<file path="src/rtl/mem_arb_pkg.sv">
// Shared types and default burst geometry for the RAM port arbiter.
package mem_arb_pkg;
    localparam int MEM_WORD_DEF   = 32;
    localparam int BLOCK_BITS_DEF = 512;
    localparam int BEATS          = BLOCK_BITS_DEF / MEM_WORD_DEF;
    localparam int BEAT_W         = $clog2(BEATS);
    localparam int BLK_OFF_W      = $clog2(BLOCK_BITS_DEF / 8);

    typedef enum logic {IDLE, BURST} state_t;
    typedef enum logic {OWN_IC, OWN_DC} owner_t;
endpackage

</file>
<file path="src/rtl/mem_arb_rr.sv">
// Two-way round-robin picker; the last-grant history lives in the parent.
module mem_arb_rr
    import mem_arb_pkg::*;
(
    input  logic [1:0] req,
    input  owner_t     last_grant,
    output owner_t     grant,
    output logic       valid
);
    always_comb begin
        valid = |req;
        grant = OWN_IC;
        case (req)
            2'b01:   grant = OWN_IC;
            2'b10:   grant = OWN_DC;
            2'b11:   grant = (last_grant == OWN_DC) ? OWN_IC : OWN_DC;
            default: grant = OWN_IC;
        endcase
    end
endmodule

</file>
<file path="src/rtl/mem_port_arbiter.sv">
// Grants the single RAM port to the I-cache or D-cache for one whole block burst.
module mem_port_arbiter
    import mem_arb_pkg::*;
#(
    parameter int MEM_WORD   = 32,
    parameter int ADDR_W     = 32,
    parameter int BLOCK_BITS = 512
) (
    input  logic                clk,
    input  logic                nrst,
    input  logic                ic_req,
    input  logic [ADDR_W-1:0]   ic_addr,
    output logic [MEM_WORD-1:0] ic_rdata,
    output logic                ic_valid,
    output logic                ic_done,
    input  logic                dc_req,
    input  logic                dc_we,
    input  logic [ADDR_W-1:0]   dc_addr,
    input  logic [MEM_WORD-1:0] dc_wdata,
    output logic [MEM_WORD-1:0] dc_rdata,
    output logic                dc_valid,
    output logic                dc_done,
    output logic                mem_req,
    output logic                mem_we,
    output logic [ADDR_W-1:0]   mem_addr,
    output logic [MEM_WORD-1:0] mem_wdata,
    input  logic [MEM_WORD-1:0] mem_rdata,
    input  logic                mem_ready
);
    localparam int N_BEATS = BLOCK_BITS / MEM_WORD;
    localparam int CNT_W   = $clog2(N_BEATS);
    localparam int OFF_W   = $clog2(BLOCK_BITS / 8);
    localparam logic [ADDR_W-1:0] OFF_MASK  = ADDR_W'((64'd1 << OFF_W) - 64'd1);
    localparam logic [CNT_W-1:0]  LAST_BEAT = CNT_W'(N_BEATS - 1);

    state_t            state, state_nxt;
    owner_t            owner, last_grant, rr_grant;
    logic              rr_valid;
    logic [CNT_W-1:0]  beat_cnt;
    logic              in_burst, beat_last, ic_own, dc_own;
    logic [ADDR_W-1:0] sel_addr;

    mem_arb_rr u_rr (
        .req        ({dc_req, ic_req}),
        .last_grant (last_grant),
        .grant      (rr_grant),
        .valid      (rr_valid)
    );

    assign in_burst  = (state == BURST);
    assign beat_last = (beat_cnt == LAST_BEAT);
    assign ic_own    = (owner == OWN_IC);
    assign dc_own    = (owner == OWN_DC);
    assign sel_addr  = (rr_grant == OWN_DC) ? dc_addr : ic_addr;

    always_comb begin
        state_nxt = state;
        case (state)
            IDLE:    if (rr_valid) state_nxt = BURST;
            BURST:   if (mem_ready && beat_last) state_nxt = IDLE;
            default: state_nxt = IDLE;
        endcase
    end

    always_ff @(posedge clk) begin
        if (!nrst) begin
            state      <= IDLE;
            owner      <= OWN_IC;
            last_grant <= OWN_DC;
            beat_cnt   <= '0;
            mem_addr   <= '0;
            mem_we     <= 1'b0;
        end else begin
            state <= state_nxt;
            if (state == IDLE && rr_valid) begin
                owner    <= rr_grant;
                mem_addr <= sel_addr & ~OFF_MASK;
                mem_we   <= (rr_grant == OWN_DC) ? dc_we : 1'b0;
                beat_cnt <= '0;
            end else if (in_burst && mem_ready) begin
                beat_cnt <= beat_cnt + CNT_W'(1);
                if (beat_last) last_grant <= owner;
            end
        end
    end

    // Strobes are combinational with mem_ready so beats carry no extra latency.
    assign mem_req   = in_burst;
    assign ic_rdata  = mem_rdata;
    assign dc_rdata  = mem_rdata;
    assign ic_valid  = mem_ready & in_burst & ic_own;
    assign dc_valid  = mem_ready & in_burst & dc_own;
    assign ic_done   = ic_valid & beat_last;
    assign dc_done   = dc_valid & beat_last;
    assign mem_wdata = (dc_own && mem_we) ? dc_wdata : '0;
endmodule

</file>
<file path="config.mk">
export PLATFORM = sky130hd
export DESIGN_NAME = mem_port_arbiter
export DESIGN_NICKNAME = d
export VERILOG_FILES = /design/src/rtl/mem_arb_pkg.sv /design/src/rtl/mem_arb_rr.sv /design/src/rtl/mem_port_arbiter.sv
export SDC_FILE = /design/constraint.sdc
export NUM_CORES = 1
export LEC_CHECK = 0
export CORE_AREA = 2 2 103 105
export CTS_BUF_LIST = sky130_fd_sc_hd__clkbuf_8
export DETAILED_ROUTE_END_ITERATION = 10
export DIE_AREA = 0 0 105 107
export PLACE_DENSITY_LB_ADDON = 0.25
export SLEW_MARGIN = 5
export SYNTH_ARGS = -nofsm -noshare
export SYNTH_HDL_FRONTEND = slang
export SYNTH_SLANG_ARGS = --single-unit
</file>
<file path="constraint.sdc">
create_clock -name clk -period 3.8 [get_ports clk]
set_input_delay 0.76 -clock clk [delete_from_list [all_inputs] [get_ports clk]]
set_output_delay 0.76 -clock clk [all_outputs]
set_load 0.01 [all_outputs]
</file>
==> qor.yml <==
outcome:
  status: "complete, no violations"
sta:
  setup_viol_count_final: 0
  relSlewSlack_pct: 23.8
  max_freq_mhz: 298
  finClkSkew_ns: 0.00724
  post-route-period-util_pct: 88.2
  timing_hold_violations_final: 0
  totalNegativeSetupSlack_ns: 0
  tightestPinTransition_ns: 1.14
  period_minus_slack_ns: 3.35
  grt_setup_unrepaired: "no"
  pins_over_their_slew_limit: 0
  hold_ws_ns: 0.487
floorplan:
  initial_core_util_pct: 21.3
  row_count: 37
  placeableCoreArea_um2: 10100
  top_level_ports: 268
  die_height_um: 107
  die_width_um: 105
  floorplan.die_area_um2: 11200
setup_path:
  timing.setup.critical_path_class: "input pin to output pin"
  timing.critical_path.arrival_ns: 2.59
  critical_path.slowest_cell: "sky130_fd_sc_hd__clkdlybuf4s50_1"
  worstSetupEndpointType: "output pin"
  critPathMostFrequentCell: "sky130_fd_sc_hd__clkdlybuf4s50_1"
  timing.critical_path.slowest_cell_delay_ns: 0.56
  required_ns: 3.04
  number_of_buffer_and_inverter_instances_along_the_worst_setup_path: 2
  critPathMaxFanout: 6
  setup.reg_to_reg.worst_slack_ns: 1.97
  startpoint_type_of_the_worst_setup_path: "input pin"
  crit_family: "buffers and inverters"
  critical_path.cell_chain: "clkdlybuf4s50_1 -> nand2_1 -> or3_1 -> nor2_1 -> clkdlybuf4s50_1"
routing:
  initial_drt_markers: 56
  totalWireLength_um: 8090
  route.vias.total: 2018
  route.detailed.wl_per_inst_um: 17.7
  firstDrtPassIters: 5
  drt.antenna.violating_nets: 0
  drc: 0
  detail_route.vias_per_cell: 4.42
global_route:
  maximum_number_of_pins_on_one_net_before_global_route_repair: 38
  antenna_found_initial: 0
  global_route.usage.total_pct: 13.7
  grt_overflow_total: 0
  first_pass_grt_wire_length_um: 12000
  number_of_global_route_vias_before_repair: 2121
power_and_ir_drop:
  peakVddDrop_uv: 158
  total_leakage_power_nw: 1.45
  combinationalPowerShare_pct: 23.9
  power.switching_fraction_pct: 25.4
  netSwitchingPower_w: 0.000227
  seq_power_share_pct: 44.5
  cellInternalPower_w: 0.000667
  power.density_cell_area_nw_per_um2: 267
  p_clk_share_pct: 31.6
clock_tree:
  cts_sinks: 34
  clk_transition_reported_paths_ns: 0.07
  cts.repair_timing.setup_buffer_count: 0
  clk_path_buf_depth: 2
  cts_tree: "built"
  ctsRootBufferMaster: "sky130_fd_sc_hd__clkbuf_8"
  post_cts_resized: 0
  cts.hold.buffers_added: 0
  cts-htree-levels: 2
  clkLatencyLatePin_ns: 0.28
  number_of_buffers_inserted_during_clock_tree_synthesis: 5
finish:
  n_antenna_cell: 0
  fin_nets: 455
  final_util_pct: 33.2
  post_route_cells_drive_above_1_share_pct: 6.54
  area_added_between_synthesis_and_finish_pct: 55.7
synth:
  synth_sequential_area_ratio_pct: 31.6
  synth.distinct_cells: 27
  yosys_register_bits: 34
  post_synth_instance_area_um2: 2150
  ys_warn_count: 0
  syn_area_per_cell_um2: 8.89
  syn_inst: 242
place:
  buffer_ports.inserted: 153
  detailed_place_hpwl_um: 5930
  gp_congestion: 0.806
min_path:
  worstHoldPathType: "register to register"
flow_run:
  drv.max_cap_violation_count: 0
power groups by stage:
stage / combinational, W / sequential, W / clock (W)
6_report: 0.000214 / 0.000398 / 0.000282
5_1_grt: 0.000228 / 0.000403 / 0.000313
4_1_cts: 0.000216 / 0.000398 / 0.000301
3_5_place_dp: 0.000215 / 0.000405 / 0
3_3_place_gp: 0.000215 / 0.000405 / 0
2_1_floorplan: 0.000131 / 0.000409 / 0
final timing paths:
path               start          end  cells after the start
max            mem_ready      ic_done                      5
min          beat_cnt[1]  beat_cnt[1]                      2
max reg2reg      mem_req  mem_addr[9]                      3
min reg2reg  beat_cnt[1]  beat_cnt[1]                      2
registers in the layout (all words and copies together), names as in the netlist:
register and cells:
mem_addr 26, beat_cnt 4, dc_own 1, last_grant 1
mem_req 1, mem_we 1
cell families after synthesis:
family	synth area share (%)
flops	31.6
simple gates	21.7
compound gates	15.6
fa+ha+maj	0.581
buf+inv	29.5
other cells	0.174
xor+xnor	0.814
synthesized netlist by cell type, drive strengths merged:
master / count / share of area, %
xor2: 2 / 0.81
buf: 78 / 27
o21bai: 1 / 0.35
dfxtp: 34 / 32
nand2b: 1 / 0.29
nor2: 5 / 0.87
a32o: 1 / 0.47
and3: 61 / 18
ha: 1 / 0.58
inv: 1 / 0.17
a221o: 26 / 13
nand2: 5 / 0.87
nor2b: 1 / 0.29
a21o: 1 / 0.35
nand3: 3 / 0.70
nand4: 1 / 0.29
or3: 2 / 0.58
clkbuf: 11 / 1.9
a21oi: 2 / 0.47
o311a: 1 / 0.52
a31o: 1 / 0.41
conb: 1 / 0.17
o21ai: 2 / 0.47
worst register-to-register path, cell delays in order (launching register included):
cell                      delay [ns]
sky130_fd_sc_hd__dfxtp_1        0.39
sky130_fd_sc_hd__nor2b_1        0.16
sky130_fd_sc_hd__and3_1         0.91
sky130_fd_sc_hd__a221o_2        0.31
stage by stage:
step                total power (W)  setup slack [ns]  std cells  area, µm²
global placement           0.000620             0.451        449       3260
finish                     0.000894             0.449        457       3350
CTS                        0.000915             0.459        457       3350
detailed placement         0.000619             0.456        449       3260
global route               0.000944             0.317        457       3350
floorplan                  0.000540              1.60        247       2170
final cells by class:
type / count / area (µm²)
sequential: 34 / 681
multi-input combinational: 123 / 858
inverter: 1 / 3.75
clock buffer: 6 / 82.6
clock inverter: 2 / 8.76
tap: 136 / 170
fill: 1074 / 6740
timing repair buffer: 155 / 1550
placed cells by master (no fill, tap or decap), types with 2 or more instances in the layout:
cell type,count
sky130_fd_sc_hd__xor2_1,2
sky130_fd_sc_hd__a221o_2,8
sky130_fd_sc_hd__or3_1,2
sky130_fd_sc_hd__conb_1,6
sky130_fd_sc_hd__a221o_1,18
sky130_fd_sc_hd__and3_1,60
sky130_fd_sc_hd__buf_4,2
sky130_fd_sc_hd__clkbuf_8,6
sky130_fd_sc_hd__inv_1,2
sky130_fd_sc_hd__clkdlybuf4s50_1,153
sky130_fd_sc_hd__a21oi_1,2
sky130_fd_sc_hd__nand3_1,3
sky130_fd_sc_hd__nor2_1,5
sky130_fd_sc_hd__dfxtp_1,34
sky130_fd_sc_hd__nand2_1,5
sky130_fd_sc_hd__o21ai_0,2
metal layers:
metal  vias to the layer above  track usage [%]  routed length, µm
li1                        950                -                  -
met1                       888             16.7               3470
met2                       170             21.1               3450
met3                        10             7.36               1050
met4                         0             3.33                112
met5                         -                0                  0
Power figures use the tool's default switching activity.
